--- src/rtl/pc_fetch_unit.sv ---
`timescale 1ns/1ps
`default_nettype none
// ============================================================================
// Module      : pc_fetch_unit
// Description : Program counter and fetch-request generator. Presents the
//               fetch address to instruction memory over a valid/ready
//               handshake. Applies JAL/JALR/branch/trap redirects, halts on
//               a misaligned redirect target, and keeps a small circular
//               return-address stack (RAS) for the decoder.
// Ports       : clk, rstn (async active-low)
//               i_op, i_br_taken, i_imm_data, i_rs1_data, i_trap_vec : control
//               i_ras_push, i_ras_pop                                : RAS hints
//               o_req_valid / i_req_ready, o_pc                      : fetch port
//               o_ret_data (pc+4), o_imm_data (pc+imm)               : to execute
//               o_misalign, o_misalign_addr                          : fault info
//               o_ras_top, o_ras_valid                               : RAS view
// Revision    : 1.0 - initial release
// ============================================================================
module pc_fetch_unit #(
    parameter int              XLEN         = 32,
    parameter logic [XLEN-1:0] RESET_VECTOR = '0,
    parameter int              IALIGN       = 32,
    parameter int              RAS_DEPTH    = 4
) (
    input  logic            clk,
    input  logic            rstn,
    input  logic [2:0]      i_op,
    input  logic            i_br_taken,
    input  logic [XLEN-1:0] i_imm_data,
    input  logic [XLEN-1:0] i_rs1_data,
    input  logic [XLEN-1:0] i_trap_vec,
    input  logic            i_ras_push,
    input  logic            i_ras_pop,
    output logic            o_req_valid,
    input  logic            i_req_ready,
    output logic [XLEN-1:0] o_pc,
    output logic [XLEN-1:0] o_ret_data,
    output logic [XLEN-1:0] o_imm_data,
    output logic            o_misalign,
    output logic [XLEN-1:0] o_misalign_addr,
    output logic [XLEN-1:0] o_ras_top,
    output logic            o_ras_valid
);

    localparam logic [2:0] c_op_stop   = 3'd0;
    localparam logic [2:0] c_op_incr   = 3'd1;
    localparam logic [2:0] c_op_jal    = 3'd2;
    localparam logic [2:0] c_op_jalr   = 3'd3;
    localparam logic [2:0] c_op_branch = 3'd4;
    localparam logic [2:0] c_op_trap   = 3'd5;

    localparam logic [1:0] c_st_boot = 2'd0;
    localparam logic [1:0] c_st_run  = 2'd1;
    localparam logic [1:0] c_st_halt = 2'd2;

    localparam logic [XLEN-1:0] c_pc_step   = XLEN'(4);
    localparam logic [XLEN-1:0] c_jalr_mask = {{(XLEN-1){1'b1}}, 1'b0};

    localparam int c_ptr_w = (RAS_DEPTH > 1) ? $clog2(RAS_DEPTH) : 1;
    localparam int c_cnt_w = $clog2(RAS_DEPTH + 1);

    // ------------------------------------------------------------------
    // PC / control state
    // ------------------------------------------------------------------
    logic [1:0]      r_state;
    logic [1:0]      w_state_nxt;
    logic [XLEN-1:0] r_pc;
    logic [XLEN-1:0] w_pc_nxt;
    logic            r_misalign;
    logic            w_misalign_nxt;
    logic [XLEN-1:0] r_misalign_addr;
    logic [XLEN-1:0] w_misalign_addr_nxt;
    logic [XLEN-1:0] w_seq_pc;
    logic [XLEN-1:0] w_target;
    logic            w_target_misaligned;
    logic            w_checked_redirect;

    assign w_seq_pc   = r_pc + c_pc_step;
    assign o_ret_data = w_seq_pc;
    assign o_imm_data = r_pc + i_imm_data;

    // Only the alignment-checked redirects use this target; traps load
    // i_trap_vec directly and are never checked.
    always_comb begin
        w_target = o_imm_data;
        if (i_op == c_op_jalr) begin
            w_target = (i_rs1_data + i_imm_data) & c_jalr_mask;
        end
    end

    generate
        if (IALIGN == 16) begin : g_ialign16
            assign w_target_misaligned = w_target[0];
        end else begin : g_ialign32
            assign w_target_misaligned = |w_target[1:0];
        end
    endgenerate

    always_comb begin
        w_state_nxt         = r_state;
        w_pc_nxt            = r_pc;
        w_misalign_nxt      = r_misalign;
        w_misalign_addr_nxt = r_misalign_addr;
        w_checked_redirect  = 1'b0;
        case (r_state)
            c_st_boot: begin
                w_state_nxt = c_st_run;
            end
            c_st_run: begin
                case (i_op)
                    c_op_incr: begin
                        if (i_req_ready) w_pc_nxt = w_seq_pc;
                    end
                    c_op_branch: begin
                        if (i_br_taken)       w_checked_redirect = 1'b1;
                        else if (i_req_ready) w_pc_nxt = w_seq_pc;
                    end
                    c_op_jal, c_op_jalr: begin
                        w_checked_redirect = 1'b1;
                    end
                    c_op_trap: begin
                        w_pc_nxt = i_trap_vec;
                    end
                    default: ; // stop and illegal ops hold the pc
                endcase
                // Redirects ignore i_req_ready: any pending request is dropped.
                if (w_checked_redirect) begin
                    if (w_target_misaligned) begin
                        w_misalign_nxt      = 1'b1;
                        w_misalign_addr_nxt = w_target;
                        w_state_nxt         = c_st_halt;
                    end else begin
                        w_pc_nxt = w_target;
                    end
                end
            end
            c_st_halt: begin
                if (i_op == c_op_trap) begin
                    w_pc_nxt       = i_trap_vec;
                    w_misalign_nxt = 1'b0;
                    w_state_nxt    = c_st_run;
                end
            end
            default: begin
                w_state_nxt = c_st_boot;
            end
        endcase
    end

    always_ff @(posedge clk or negedge rstn) begin
        if (!rstn) begin
            r_state         <= c_st_boot;
            r_pc            <= RESET_VECTOR;
            r_misalign      <= 1'b0;
            r_misalign_addr <= '0;
        end else begin
            r_state         <= w_state_nxt;
            r_pc            <= w_pc_nxt;
            r_misalign      <= w_misalign_nxt;
            r_misalign_addr <= w_misalign_addr_nxt;
        end
    end

    assign o_pc            = r_pc;
    assign o_req_valid     = (r_state == c_st_run);
    assign o_misalign      = r_misalign;
    assign o_misalign_addr = r_misalign_addr;

    // ------------------------------------------------------------------
    // Return-address stack: circular buffer, top pointer plus fill count.
    // On overflow the pointer simply wraps, overwriting the oldest entry.
    // ------------------------------------------------------------------
    logic [XLEN-1:0]    r_ras [RAS_DEPTH];
    logic [c_ptr_w-1:0] r_ras_top;
    logic [c_ptr_w-1:0] w_top_inc;
    logic [c_ptr_w-1:0] w_top_dec;
    logic [c_cnt_w-1:0] r_ras_cnt;
    logic               w_ras_en;
    logic               w_ras_empty;
    logic               w_ras_full;

    assign w_ras_en    = (r_state == c_st_run);
    assign w_ras_empty = (r_ras_cnt == '0);
    assign w_ras_full  = (r_ras_cnt == c_cnt_w'(RAS_DEPTH));
    assign w_top_inc   = (r_ras_top == c_ptr_w'(RAS_DEPTH - 1)) ? '0
                                                                : r_ras_top + c_ptr_w'(1);
    assign w_top_dec   = (r_ras_top == '0) ? c_ptr_w'(RAS_DEPTH - 1)
                                           : r_ras_top - c_ptr_w'(1);

    always_ff @(posedge clk or negedge rstn) begin
        if (!rstn) begin
            r_ras_top <= '0;
            r_ras_cnt <= '0;
            for (int i = 0; i < RAS_DEPTH; i++) begin
                r_ras[i] <= '0;
            end
        end else if (w_ras_en) begin
            if (i_ras_push && i_ras_pop && !w_ras_empty) begin
                // Return followed by call: replace the top in place.
                r_ras[r_ras_top] <= o_ret_data;
            end else if (i_ras_push) begin
                r_ras[w_top_inc] <= o_ret_data;
                r_ras_top        <= w_top_inc;
                if (!w_ras_full) r_ras_cnt <= r_ras_cnt + c_cnt_w'(1);
            end else if (i_ras_pop && !w_ras_empty) begin
                r_ras_top <= w_top_dec;
                r_ras_cnt <= r_ras_cnt - c_cnt_w'(1);
            end
        end
    end

    assign o_ras_valid = !w_ras_empty;
    assign o_ras_top   = w_ras_empty ? '0 : r_ras[r_ras_top];

`ifndef SYNTHESIS
    always @(posedge clk) begin
        if (rstn && (r_state == c_st_run) && (i_op > c_op_trap)) begin
            $error("pc_fetch_unit: illegal op %0d treated as stop", i_op);
        end
    end
`endif

endmodule
`default_nettype wire

--- config.mk ---
export PLATFORM = sky130hd
export DESIGN_NAME = pc_fetch_unit
export DESIGN_NICKNAME = d
export VERILOG_FILES = /design/src/rtl/pc_fetch_unit.sv
export SDC_FILE = /design/constraint.sdc
export NUM_CORES = 1
export LEC_CHECK = 0
export ABC_CLOCK_PERIOD_IN_PS = 5900
export CORE_ASPECT_RATIO = 1.75
export CORE_MARGIN = 2
export CORE_UTILIZATION = 58
export CTS_CLUSTER_DIAMETER = 80
export CTS_CLUSTER_SIZE = 20
export DETAILED_ROUTE_END_ITERATION = 8
export GPL_ROUTABILITY_DRIVEN = 0
export GPL_TIMING_DRIVEN = 0
export PLACE_DENSITY = 0.87
export RECOVER_POWER = 50
export SYNTH_ARGS = -nofsm -noshare
export SYNTH_HDL_FRONTEND = slang
export SYNTH_SLANG_ARGS = --single-unit
--- constraint.sdc ---
create_clock -name clk -period 5.9 [get_ports clk]
set_input_delay 1.18 -clock clk [delete_from_list [all_inputs] [get_ports clk]]
set_output_delay 1.18 -clock clk [all_outputs]
set_load 0.01 [all_outputs]
==> report_table.html <==
<table>
<tr><th>Metric</th><th>Value</th></tr>
<tr><th colspan="2">Timing</th></tr>
<tr><td>Total count of hold-check failures in the final report</td><td>0</td></tr>
<tr><td>Final number of setup-violating endpoints</td><td>0</td></tr>
<tr><td>Final number of max-transition violations</td><td>93</td></tr>
<tr><td>Highest achievable clock rate</td><td>0.174 GHz</td></tr>
<tr><td>Post-Route Skew</td><td>0.0186 ns</td></tr>
<tr><td>Period utilisation layout</td><td>97.4%</td></tr>
<tr><td>RSZ-0062 raised after global routing</td><td>false</td></tr>
<tr><td>Slew of the pin with the lowest slew margin</td><td>4.33 ns</td></tr>
<tr><td>Hold Slack</td><td>0.486 ns</td></tr>
<tr><td>Clock period minus worst slack</td><td>5.74 ns</td></tr>
<tr><td>Max-Slew Margin vs Limit</td><td>-189%</td></tr>
<tr><th colspan="2">Status</th></tr>
<tr><td>Status</td><td>finished with violations</td></tr>
<tr><td>Failing checks</td><td>max-capacitance violations, max-slew violations</td></tr>
<tr><th colspan="2">Global routing</th></tr>
<tr><td>Maximum number of pins on one net before global-route repair</td><td>109</td></tr>
<tr><td>Total routing resource utilization after global routing</td><td>40.9%</td></tr>
<tr><td>Number of global-route vias before repair</td><td>15,300</td></tr>
<tr><td>Overflow left after global routing</td><td>0</td></tr>
<tr><td>First-pass GRT wire length</td><td>79,400 µm</td></tr>
<tr><td>Antenna violations before repair</td><td>1</td></tr>
<tr><th colspan="2">Critical path</th></tr>
<tr><td>Depth of the worst register-to-register path</td><td>11</td></tr>
<tr><td>Critical Path Source Type</td><td>input port</td></tr>
<tr><td>Capturing element type of the critical path</td><td>output pin</td></tr>
<tr><td>Crit-path max FO</td><td>5</td></tr>
<tr><td>Type of the worst setup path</td><td>in2out</td></tr>
<tr><td>Data arrival, critical path</td><td>4.56 ns</td></tr>
<tr><td>Critical Path RT</td><td>4.72 ns</td></tr>
<tr><th colspan="2">Synthesis</th></tr>
<tr><td>Async set-or-reset flop fraction in the synthesized netlist</td><td>100%</td></tr>
<tr><td>YS warnings</td><td>0</td></tr>
<tr><td>Ranking of synthesized cells by instance count</td><td>229 x sky130_fd_sc_hd__a21oi_1, 200 x sky130_fd_sc_hd__dfrtp_1, 189 x sky130_fd_sc_hd__nor2_1</td></tr>
<tr><td>Total of flip-flops plus latches after synthesis</td><td>200</td></tr>
<tr><td>Number of cells produced by synthesis</td><td>1,622</td></tr>
<tr><td>Sequential-to-total area share from yosys stat</td><td>35.7%</td></tr>
<tr><td>Post-synth top flop</td><td>sky130_fd_sc_hd__dfrtp_1</td></tr>
<tr><td>Top cells by area, synth</td><td>sky130_fd_sc_hd__dfrtp_1 36%, sky130_fd_sc_hd__a21oi_1 8.2%, sky130_fd_sc_hd__ha_1 5.9%, sky130_fd_sc_hd__mux4_2 5.1%, sky130_fd_sc_hd__nor2_1 5.1%</td></tr>
<tr><td>Synthesized area per cell</td><td>8.64 µm²</td></tr>
<tr><td>Most common cell in the synthesized netlist</td><td>sky130_fd_sc_hd__a21oi_1</td></tr>
<tr><td>Syn Std Cell Area</td><td>0.0140 mm²</td></tr>
<tr><td>Count of flip-flops with a built-in enable after synthesis</td><td>0</td></tr>
<tr><td>Count of distinct cell types in the synthesized netlist</td><td>87</td></tr>
<tr><td>Top cell type by total area after synthesis</td><td>sky130_fd_sc_hd__dfrtp_1</td></tr>
<tr><td>Top-area cell type share of the netlist area</td><td>35.7%</td></tr>
<tr><td>Mapped Nets</td><td>1,796</td></tr>
<tr><th colspan="2">Floorplanning</th></tr>
<tr><td>Die outline width</td><td>122 µm</td></tr>
<tr><td>Area of the core</td><td>0.0238 mm²</td></tr>
<tr><td>Std cell rows</td><td>75</td></tr>
<tr><td>Die extent in y</td><td>210 µm</td></tr>
<tr><td>Num ports</td><td>268</td></tr>
<tr><td>Area enclosed by the die boundary</td><td>0.0255 mm²</td></tr>
<tr><td>Initial standard-cell utilization of the core</td><td>58.8%</td></tr>
<tr><th colspan="2">Place</th></tr>
<tr><td>Placed Cells incl. Taps</td><td>2,195</td></tr>
<tr><td>Estimated wirelength of the detail-placed design</td><td>39,700 µm</td></tr>
<tr><td>Number of port buffers</td><td>264</td></tr>
<tr><th colspan="2">Routing</th></tr>
<tr><td>Sum of routed wire length over all layers</td><td>51,900 µm</td></tr>
<tr><td>Post-DR vias/cell</td><td>6.66</td></tr>
<tr><td>Routed vias</td><td>14,900</td></tr>
<tr><td>Count of routing violations after the opening detailed-route iteration</td><td>1,729</td></tr>
<tr><td>Count of TritonRoute iterations in the first routing pass</td><td>6</td></tr>
<tr><td>Routed wire per std cell</td><td>23.3 µm</td></tr>
<tr><td>Count of antenna-violating nets left after detailed routing</td><td>0</td></tr>
<tr><td>Number of DRC violations after detailed routing</td><td>0</td></tr>
<tr><th colspan="2">Clock tree</th></tr>
<tr><td>Num CTS Buffers</td><td>17</td></tr>
<tr><td>Total clock sinks</td><td>200</td></tr>
<tr><td>Number of levels the H-tree was split into</td><td>4</td></tr>
<tr><td>Clock-pin slew reported for the worst setup and hold paths after clock tree synthesis</td><td>0.07 ns</td></tr>
<tr><td>Clock tree from TritonCTS</td><td>yes</td></tr>
<tr><td>Quantity of hold-fixing buffers added after cts</td><td>0</td></tr>
<tr><td>Maximum count of clock buffers along a single path</td><td>2</td></tr>
<tr><td>Cell at the root of the clock tree</td><td>sky130_fd_sc_hd__clkbuf_16</td></tr>
<tr><td>Worst skew pair latency</td><td>0.47 ns</td></tr>
<tr><th colspan="2">Power and ir drop</th></tr>
<tr><td>Worst voltage drop across the vdd grid</td><td>296 µV</td></tr>
<tr><td>Internal power</td><td>0.00559 W</td></tr>
<tr><td>Reported net switching power</td><td>0.00467 W</td></tr>
<tr><td>Total leakage power</td><td>7.62 nW</td></tr>
<tr><td>Share of total power in sequential cells</td><td>26.1%</td></tr>
<tr><td>Sw frac</td><td>45.5%</td></tr>
<tr><td>Combinational share of power</td><td>62.2%</td></tr>
<tr><td>Part of the power in the clock network</td><td>11.7%</td></tr>
<tr><td>Power per standard cell area</td><td>579 mW/mm²</td></tr>
<tr><th colspan="2">Cells and area</th></tr>
<tr><td>Area growth syn-to-layout</td><td>26.4%</td></tr>
<tr><td>Area occupied by multi-input gates</td><td>0.00838 mm²</td></tr>
<tr><td>Post-route insts no fill</td><td>2,230</td></tr>
<tr><td>Reg area</td><td>0.00500 mm²</td></tr>
<tr><td>Fraction of layout instances using a drive strength above 1</td><td>7.70%</td></tr>
<tr><td>Fin nets</td><td>2,082</td></tr>
<tr><td>Utilization of the core after routing</td><td>74.3%</td></tr>
<tr><td>Filler Cells Inserted</td><td>1,729</td></tr>
<tr><th colspan="2">Hold path</th></tr>
<tr><td>Worst hold path stage count</td><td>2</td></tr>
<tr><td>Worst hold path class</td><td>reg2reg</td></tr>
<tr><th colspan="2">Flow run</th></tr>
<tr><td>Max Cap Violations</td><td>1</td></tr>
</table>
-- layer usage --
metal / global-route usage (%) / wire [µm] / up-vias
met2: 69.1 / 25600 / 1107
met1: 41.9 / 16300 / 7004
li1: - / - / 6378
met4: 37.9 / 5550 / 0
met3: 7.47 / 4400 / 372
met5: 0 / 0 / -
-- flip-flops by register name, summed over array words and instances, names as in the netlist --
name             flops
o_misalign           1
o_misalign_addr     32
r_ras              128
o_pc                32
r_ras_cnt            3
r_ras_top            2
r_state              2
-- worst paths after layout --
| check | start | endpoint | slack, ns |
|---|---|---|---|
| worst max-delay path | i_imm_data[7] | o_imm_data[29] | 0.16 |
| worst min-delay path | o_misalign | o_misalign | 0.49 |
| worst max register to register | o_pc[0] | o_pc[4] | 2.09 |
| worst min register to register | o_misalign | o_misalign | 0.49 |
| max in group asynchronous | rstn | r_ras[57] | 0.99 |
| min in group asynchronous | rstn | r_ras_cnt[0] | 2.46 |
-- metrics by stage --
| stage | instance area (µm²) | setup slack, ns | power [W] | TNS, ns |
|---|---|---|---|---|
| final | 17700 | 0.156 | 0.0103 | 0 |
| after global routing | 17700 | 0.0101 | 0.0108 | 0 |
| after CTS | 17700 | 0.0606 | 0.0101 | 0 |
| after detailed placement | 17100 | -0.0163 | 0.00891 | -0.0163 |
| after global placement | 17000 | -4.25 | 0.00869 | -847.63 |
| after floorplan | 14000 | 1.45 | 0.00611 | 0 |
-- critical path, cell delays in order --
cell and delay (ns):
sky130_fd_sc_hd__clkdlybuf4s50_1 0.50, sky130_fd_sc_hd__ha_1 0.41, sky130_fd_sc_hd__nand3_1 0.17, sky130_fd_sc_hd__nor4_2 0.40, sky130_fd_sc_hd__nor4_2 0.10, sky130_fd_sc_hd__o21ai_1 0.26
sky130_fd_sc_hd__a21oi_2 0.12, sky130_fd_sc_hd__a21oi_2 0.31, sky130_fd_sc_hd__o21ai_0 0.19, sky130_fd_sc_hd__a31oi_2 0.33, sky130_fd_sc_hd__clkdlybuf4s50_1 0.59
-- cell type report --
type                       instances  share of cell area (%)
tap                              308                    2.18
clock buffer                      17                    2.40
antenna                            1                  0.0141
timing repair buffer             267                    15.2
multi-input combinational       1262                    47.3
sequential                       200                    28.3
buffer                           101                    2.44
inverter                          59                    1.25
clock inverter                    15                   0.982
-- kinds of logic after synthesis --
logic type,Yosys count,share of synthesized area (%)
adders and majority gates,69,6.32
and+or+nand+nor,513,17.0
DFF,200,35.7
muxes,67,7.88
buffers and inverters,160,4.68
xor gates and xnor gates,89,5.56
AOI/OAI and AO/OA,524,22.9
-- power by group through the flow --
stage | combinational [W] | clock, W | sequential (W)
6_report | 0.00638 | 0.00120 | 0.00268
3_5_place_dp | 0.00626 | 0 | 0.00265
5_1_grt | 0.00682 | 0.00124 | 0.00273
2_1_floorplan | 0.00359 | 0 | 0.00252
4_1_cts | 0.00632 | 0.00118 | 0.00264
3_3_place_gp | 0.00608 | 0 | 0.00261
-- layout by cell type (no fill, tap or decap), types with 54 or more instances in the layout --
cell	n
sky130_fd_sc_hd__xnor2_1	54
sky130_fd_sc_hd__dfrtp_1	200
sky130_fd_sc_hd__clkbuf_1	67
sky130_fd_sc_hd__nand2_1	152
sky130_fd_sc_hd__nor2_1	188
sky130_fd_sc_hd__ha_1	66
sky130_fd_sc_hd__dlygate4sd3_1	67
sky130_fd_sc_hd__o21ai_0	92
sky130_fd_sc_hd__clkdlybuf4s50_1	194
sky130_fd_sc_hd__inv_1	58
sky130_fd_sc_hd__a21oi_1	229
-- repair_timing --
action / in CTS / in global routing
setup buffers: 0 / 2
endpoints found under the setup margin: 1 / 7
pin swaps: 0 / 4
cloned: 0 / 0
resized for setup: 1 / 6
(Power assumes the default switching activity.)
